### src/rtl/hni_txdat_arb_if.sv
// Requester-side and TXDAT link signals of hni_txdat_arb.
// master: the arbiter; slave: requesters plus the XP link partner.
`ifndef CHIE_DAT_FLIT_WIDTH
`define CHIE_DAT_FLIT_WIDTH 256
`endif

interface hni_txdat_arb_if #(
    parameter int unsigned NUM_REQ        = 2,
    parameter int unsigned DAT_FLIT_WIDTH = `CHIE_DAT_FLIT_WIDTH
);
    logic [NUM_REQ-1:0]                req_valid;
    logic [NUM_REQ*DAT_FLIT_WIDTH-1:0] req_flit;
    logic [NUM_REQ-1:0]                req_ready;
    logic                              txdat_lcrdv;
    logic                              txdatflitpend;
    logic                              txdatflitv;
    logic [DAT_FLIT_WIDTH-1:0]         txdatflit;

    modport master (
        input  req_valid, req_flit, txdat_lcrdv,
        output req_ready, txdatflitpend, txdatflitv, txdatflit
    );

    modport slave (
        output req_valid, req_flit, txdat_lcrdv,
        input  req_ready, txdatflitpend, txdatflitv, txdatflit
    );
endinterface

### src/rtl/hni_txdat_arb.sv
// HNI TXDAT arbiter: muxes NUM_REQ data sources onto TXDAT and owns the TX link credits.
// Define HNI_TXDAT_ARB_FIXPRI_EN for fixed priority (lowest index wins) instead of round-robin.
`ifndef CHIE_DAT_FLIT_WIDTH
`define CHIE_DAT_FLIT_WIDTH 256
`endif

module hni_txdat_arb #(
    parameter int unsigned NUM_REQ        = 2,
    parameter int unsigned CRD_MAX        = 15,
    parameter int unsigned CRD_CNT_WIDTH  = 4,
    parameter int unsigned DAT_FLIT_WIDTH = `CHIE_DAT_FLIT_WIDTH
) (
    input  logic                     clk,
    input  logic                     rst,
    input  logic                     link_deact_req,
    output logic                     link_deact_done,
    output logic [CRD_CNT_WIDTH-1:0] txdat_crd_cnt,
    output logic                     txdat_crd_ovf,
    hni_txdat_arb_if.master          bus
);

    typedef enum logic [1:0] {StRun, StReturn, StStop} state_e;

    localparam int unsigned PtrW = (NUM_REQ > 1) ? $clog2(NUM_REQ) : 1;
    localparam logic [CRD_CNT_WIDTH-1:0] CrdMax = CRD_CNT_WIDTH'(CRD_MAX);

    state_e                    state_q, state_d;
    logic [CRD_CNT_WIDTH-1:0]  cnt_q, cnt_d;
    logic                      ovf_q, ovf_d;
    logic                      done_q;
    logic                      flitv_q;
    logic [DAT_FLIT_WIDTH-1:0] flit_q, flit_d;
    logic [NUM_REQ-1:0]        grant;
    logic [PtrW-1:0]           win;
    logic                      found;
    logic                      crd_avail;
    logic                      send;

`ifndef HNI_TXDAT_ARB_FIXPRI_EN
    localparam logic [PtrW-1:0] LastIdx = PtrW'(NUM_REQ - 1);
    logic [PtrW-1:0] ptr_q, ptr_d;
`endif

    assign crd_avail = (cnt_q != '0);

    // First valid requester, searching upward from the pointer (or from 0 in fixed priority).
    always_comb begin
        logic [PtrW-1:0] idx;
        found = 1'b0;
        win   = '0;
        idx   = '0;
        for (int unsigned i = 0; i < NUM_REQ; i++) begin
`ifdef HNI_TXDAT_ARB_FIXPRI_EN
            idx = PtrW'(i);
`else
            idx = PtrW'((32'(ptr_q) + i) % NUM_REQ);
`endif
            if (!found && bus.req_valid[idx]) begin
                found = 1'b1;
                win   = idx;
            end
        end
    end

    // A credit arriving this cycle is not spendable until the next one.
    always_comb begin
        grant  = '0;
        send   = 1'b0;
        flit_d = '0;
        unique case (state_q)
            StRun: begin
                if (crd_avail && found) begin
                    grant[win] = 1'b1;
                    send       = 1'b1;
                end
            end
            StReturn: send = crd_avail;  // all-zero flit is a DataLCrdReturn
            default: ;
        endcase
        for (int unsigned i = 0; i < NUM_REQ; i++) begin
            if (grant[i]) begin
                flit_d = flit_d | bus.req_flit[i*DAT_FLIT_WIDTH +: DAT_FLIT_WIDTH];
            end
        end
    end

`ifndef HNI_TXDAT_ARB_FIXPRI_EN
    always_comb begin
        ptr_d = ptr_q;
        if ((state_q == StRun) && send) begin
            ptr_d = (win == LastIdx) ? '0 : win + 1'b1;
        end
    end
`endif

    always_comb begin
        cnt_d = cnt_q;
        ovf_d = ovf_q;
        if (bus.txdat_lcrdv && !send) begin
            if (cnt_q == CrdMax) begin
                ovf_d = 1'b1;
            end else begin
                cnt_d = cnt_q + 1'b1;
            end
        end else if (!bus.txdat_lcrdv && send) begin
            cnt_d = cnt_q - 1'b1;
        end
    end

    always_comb begin
        state_d = state_q;
        unique case (state_q)
            StRun: begin
                if (link_deact_req) state_d = StReturn;
            end
            StReturn: begin
                if (!link_deact_req) begin
                    state_d = StRun;
                end else if (!crd_avail && !bus.txdat_lcrdv) begin
                    state_d = StStop;
                end
            end
            StStop: begin
                if (!link_deact_req) begin
                    state_d = StRun;
                end else if (bus.txdat_lcrdv) begin
                    state_d = StReturn;
                end
            end
            default: state_d = StRun;
        endcase
    end

    always_ff @(posedge clk or posedge rst) begin
        if (rst) begin
            state_q <= StRun;
            cnt_q   <= '0;
            ovf_q   <= 1'b0;
            done_q  <= 1'b0;
            flitv_q <= 1'b0;
            flit_q  <= '0;
`ifndef HNI_TXDAT_ARB_FIXPRI_EN
            ptr_q   <= '0;
`endif
        end else begin
            state_q <= state_d;
            cnt_q   <= cnt_d;
            ovf_q   <= ovf_d;
            done_q  <= (state_d == StStop);
            flitv_q <= send;
            flit_q  <= flit_d;
`ifndef HNI_TXDAT_ARB_FIXPRI_EN
            ptr_q   <= ptr_d;
`endif
        end
    end

    assign bus.req_ready     = grant;
    assign bus.txdatflitpend = send;
    assign bus.txdatflitv    = flitv_q;
    assign bus.txdatflit     = flit_q;
    assign link_deact_done   = done_q;
    assign txdat_crd_cnt     = cnt_q;
    assign txdat_crd_ovf     = ovf_q;

endmodule

### src/flat_wrapper.sv
// flat-port wrapper written by rule: the top's interface ports become plain ports
module hni_txdat_arb_flat 
#(
    parameter int unsigned NUM_REQ        = 2,
    parameter int unsigned CRD_MAX        = 15,
    parameter int unsigned CRD_CNT_WIDTH  = 4,
    parameter int unsigned DAT_FLIT_WIDTH = `CHIE_DAT_FLIT_WIDTH
)
  (clk, rst, link_deact_req, link_deact_done, txdat_crd_cnt, txdat_crd_ovf, bus_req_valid, bus_req_flit, bus_txdat_lcrdv, bus_req_ready, bus_txdatflitpend, bus_txdatflitv, bus_txdatflit);
  hni_txdat_arb_if #(.NUM_REQ(NUM_REQ), .DAT_FLIT_WIDTH(DAT_FLIT_WIDTH)) bus_i ();
  input  logic clk;
  input  logic rst;
  input  logic link_deact_req;
  output logic link_deact_done;
  output logic [CRD_CNT_WIDTH-1:0] txdat_crd_cnt;
  output logic txdat_crd_ovf;
  input wire logic [$bits(bus_i.req_valid)-1:0] bus_req_valid;
  input wire logic [$bits(bus_i.req_flit)-1:0] bus_req_flit;
  input wire logic [$bits(bus_i.txdat_lcrdv)-1:0] bus_txdat_lcrdv;
  output wire logic [$bits(bus_i.req_ready)-1:0] bus_req_ready;
  output wire logic [$bits(bus_i.txdatflitpend)-1:0] bus_txdatflitpend;
  output wire logic [$bits(bus_i.txdatflitv)-1:0] bus_txdatflitv;
  output wire logic [$bits(bus_i.txdatflit)-1:0] bus_txdatflit;
  assign bus_i.req_valid = bus_req_valid;
  assign bus_i.req_flit = bus_req_flit;
  assign bus_i.txdat_lcrdv = bus_txdat_lcrdv;
  assign bus_req_ready = bus_i.req_ready;
  assign bus_txdatflitpend = bus_i.txdatflitpend;
  assign bus_txdatflitv = bus_i.txdatflitv;
  assign bus_txdatflit = bus_i.txdatflit;
  hni_txdat_arb #(.NUM_REQ(NUM_REQ), .CRD_MAX(CRD_MAX), .CRD_CNT_WIDTH(CRD_CNT_WIDTH), .DAT_FLIT_WIDTH(DAT_FLIT_WIDTH)) u_core (.clk(clk), .rst(rst), .link_deact_req(link_deact_req), .link_deact_done(link_deact_done), .txdat_crd_cnt(txdat_crd_cnt), .txdat_crd_ovf(txdat_crd_ovf), .bus(bus_i));
endmodule
### config.mk
export PLATFORM = sky130hd
export DESIGN_NAME = hni_txdat_arb_flat
export DESIGN_NICKNAME = d
export VERILOG_FILES = /design/src/rtl/hni_txdat_arb_if.sv /design/src/rtl/hni_txdat_arb.sv /design/src/flat_wrapper.sv
export SDC_FILE = /design/constraint.sdc
export NUM_CORES = 1
export LEC_CHECK = 0
export BUFFER_PORTS_ARGS = -buffer_cell sky130_fd_sc_hd__buf_2
export CAP_MARGIN = 20
export CORE_AREA = 2 2 304 306
export CTS_CLUSTER_DIAMETER = 60
export CTS_CLUSTER_SIZE = 10
export DETAILED_ROUTE_END_ITERATION = 7
export DIE_AREA = 0 0 306 308
export PLACE_DENSITY_LB_ADDON = 0.05
export REMOVE_ABC_BUFFERS = 1
export SYNTH_ARGS = -nofsm -noshare
export SYNTH_HDL_FRONTEND = slang
export SYNTH_SLANG_ARGS = --single-unit
### constraint.sdc
create_clock -name clk -period 14.55 [get_ports clk]
set_clock_uncertainty 0.15 [all_clocks]
set_input_delay 3.6375 -clock clk [delete_from_list [all_inputs] [get_ports clk]]
set_output_delay 3.6375 -clock clk [all_outputs]
set_load 0.01 [all_outputs]
==> reports/qor.json <==
{
  "post-route-drc-count": 0,
  "final_nets": 2452,
  "dr_total_vias": 11240,
  "clkTransAtPathRegs_ps": 50,
  "avgViaCountPerCell": 3.54,
  "r2r_slack_ps": 10920,
  "htree_depth": 2,
  "power_switching_share_pct": 32.9,
  "timing.final.setup_violations": 0,
  "timing.final.crit_period_ps": 8690,
  "initial_core_util_pct": 11.9,
  "pin_count_of_the_biggest_net_entering_global_routing": 142,
  "place_congestion": 0.754,
  "path_max_fanout": 141,
  "yosysSeqAreaShare_pct": 61.6,
  "tightestPinTransition_ps": 1010,
  "cts_tree": "done",
  "fp.dieArea_um2": 94200,
  "clock_root_buffer": "clkbuf_16",
  "fp.dieW_um": 306,
  "finalSetupTns_ps": 0,
  "synth_top_area_share_pct": 61.6,
  "core-area_um2": 91000,
  "hold_path_class": "flop to flop",
  "syn-mean-instance-area_um2": 9.28,
  "sequentialPowerShare_pct": 31.3,
  "ys_seq_elements": 266,
  "netlist_top_cells_area": "dfrtp_1 62%, nand2_1 18%, a21oi_1 12%",
  "ctsResizeCount": 0,
  "syn2layout_area_growth_pct": 63.7,
  "antenna_violating_nets_post_route": 0,
  "rsz0062_at_grt": "false",
  "post_cts_hold_buffer_count": 0,
  "gr-usage-all-layers_pct": 12.2,
  "slew_margin_rel_pct": 33.0,
  "r2r_start": "u_core.ptr_q",
  "worstSetupPathType": "input port to output port",
  "timing.final.hold_violations": 0,
  "cts_buffers": 53,
  "ios": 784,
  "critical_path_required_ps": 10760,
  "drive_above_1_share_pct": 45.6,
  "mappedNetlistArea_um2": 10800,
  "synth_area_leader_cell": "dfrtp_1",
  "power-per-cell-area_nw_per_um2": 162,
  "netlist-cell-type-count": 31,
  "drt_pass1_iterations": 4,
  "p_leak_nw": 9.55,
  "ir_worst_vdd_v": 0.000107,
  "yosysWarnings": 0,
  "layout_worst_path_cycle_share_pct": 59.7,
  "wl_per_cell_um": 18.7,
  "worst-r2r-cell-count": 7,
  "status": "completed",
  "worst_skew_pair_later_pin_latency_ps": 600,
  "dp.final_hpwl_mm": 42.7,
  "detail_route.wirelength_mm": 59.4,
  "timing.final.max_slew_violations": 0,
  "critical_path.endpoint_type": "output port",
  "number_of_global_route_vias_before_repair": 12220,
  "power.share.clock_pct": 45.8,
  "max_cap_viols": 0,
  "total_switching_power_uw": 943,
  "globalRouteOverflowTotal": 0,
  "drt_iter0_markers": 454,
  "crit-reg2reg-capture": "u_core.bus.txdatflit[252]",
  "power_frac_comb_pct": 22.8,
  "worst_setup_sp_type": "input port",
  "power.internal_mw": 1.92,
  "critical_path.endpoint": "bus_req_ready[0]",
  "io_buffer_count": 783,
  "critical_path.startpoint": "bus_req_valid[0]",
  "post-cts-setup-buffers": 0,
  "achievable-frequency_ghz": 0.115,
  "clk_path_buf_depth": 3,
  "critical_path_arrival_ps": 4900,
  "grt_antenna_before_repair": 23,
  "row_count": 111,
  "synthCells": 1164,
  "chipHeight_um": 308,
  "clock-sinks": 266,
  "grt_pass1_wl_mm": 83.8,
  "worst_hold_slack_ps": 317
}
sequential cells by signal, summed over array words and instances, names as in the netlist:
register                flops
u_core.bus.txdatflit      256
u_core.bus.txdatflitv       1
u_core.link_deact_done      1
u_core.ptr_q                1
u_core.state_q              2
u_core.txdat_crd_cnt        4
u_core.txdat_crd_ovf        1
worst min path at each step:
stage	start	end	slack, ps	cells past startpoint
after floorplan	u_core.ptr_q	u_core.ptr_q	300	1
after global placement	u_core.txdat_crd_ovf	u_core.txdat_crd_ovf	320	1
after detailed placement	u_core.txdat_crd_ovf	u_core.txdat_crd_ovf	310	1
after CTS	u_core.txdat_crd_ovf	u_core.txdat_crd_ovf	330	1
after global routing	u_core.txdat_crd_ovf	u_core.txdat_crd_ovf	360	1
final	u_core.txdat_crd_ovf	u_core.txdat_crd_ovf	320	1
cell families after synthesis:
logic type,count (synthesis),synth area share (%)
xor gates and xnor gates,3,0.243
buffers and inverters,88,5.35
and+or+nand+nor,530,19.0
adders and majority gates,3,0.417
AOI/OAI and AO/OA,266,12.6
DFF,266,61.6
muxes,8,0.788
power groups by stage:
stage	combinational (mW)	clock (mW)	sequential (mW)
final	0.654	1.31	0.896
after global routing	0.734	1.40	0.909
after CTS	0.682	1.37	0.898
after detailed placement	0.681	0	0.909
after global placement	0.683	0	0.910
after floorplan	0.318	0	0.974
cells in the mapped netlist, drive strengths merged:
library cell / n
mux2: 1
nor4: 1
buf: 73
and2: 1
dfrtp: 266
and3: 3
nand2b: 2
xnor2: 1
nor3: 3
mux2i: 7
inv: 3
a21o: 1
nand2: 516
fa: 1
o2bb2ai: 1
a31oi: 1
a21oi: 258
ha: 2
o31ai: 1
o21ai: 2
nand4: 1
clkbuf: 12
o21bai: 1
nor2: 2
xor2: 2
o211a: 1
nand3: 1
placed cells by master, fill, tap and decap left out, types with 2 or more instances in the layout:
cell | netlist | layout
and3_1 | 3 | 3
nand2_1 | 516 | 515
nor3_4 | 2 | 2
buf_2 | 45 | 783
clkinv_4 | 0 | 7
diode_2 | 0 | 14
dfrtp_1 | 266 | 266
buf_4 | 5 | 13
nor2_1 | 2 | 2
bufinv_16 | 0 | 6
inv_6 | 0 | 9
clkbuf_1 | 12 | 4
clkbuf_16 | 0 | 55
mux2i_1 | 7 | 7
clkinvlp_4 | 0 | 6
xor2_1 | 2 | 2
inv_1 | 3 | 2
a21oi_1 | 258 | 258
nand2b_1 | 2 | 2
clkinv_2 | 0 | 7
ha_1 | 2 | 2
clkbuf_8 | 0 | 6
layer usage:
metal / routed length (µm) / global-route usage (%) / up-vias
met2: 32800 / 23.3 / 444
met5: 147 / 0 / -
met3: 5180 / 4.93 / 107
met4: 1760 / 5.17 / 22
li1: - / - / 5318
met1: 19500 / 11.4 / 5349
area by class of cell:
cell class | count | area (µm²)
fillers | 10312 | 73300
flip-flops and latches | 266 | 6660
repair buffers | 797 | 4040
multi-input cells | 810 | 3580
well taps | 1186 | 1480
clock buffers | 65 | 1470
clock inverters | 35 | 400
diodes | 14 | 35.0
inverters | 3 | 18.8
stage by stage:
step / power [mW] / setup WS [ps] / utilization (%) / cells / area, µm²
floorplan: 1.29 / 2400 / - / 1079 / 10200
finish: 2.86 / 5860 / 19.4 / 3176 / 17700
detailed placement: 1.59 / 5840 / 17.3 / 3062 / 15800
CTS: 2.95 / 5830 / 19.4 / 3162 / 17600
global route: 3.04 / 5750 / 19.4 / 3173 / 17700
global placement: 1.59 / 5860 / 17.3 / 3062 / 15800
critical path, cell delays in order:
cell	delay, ps
buf_2	130
o21ai_4	180
buf_12	480
nor2_1	90
buf_2	180
(Power assumes the default switching activity.)
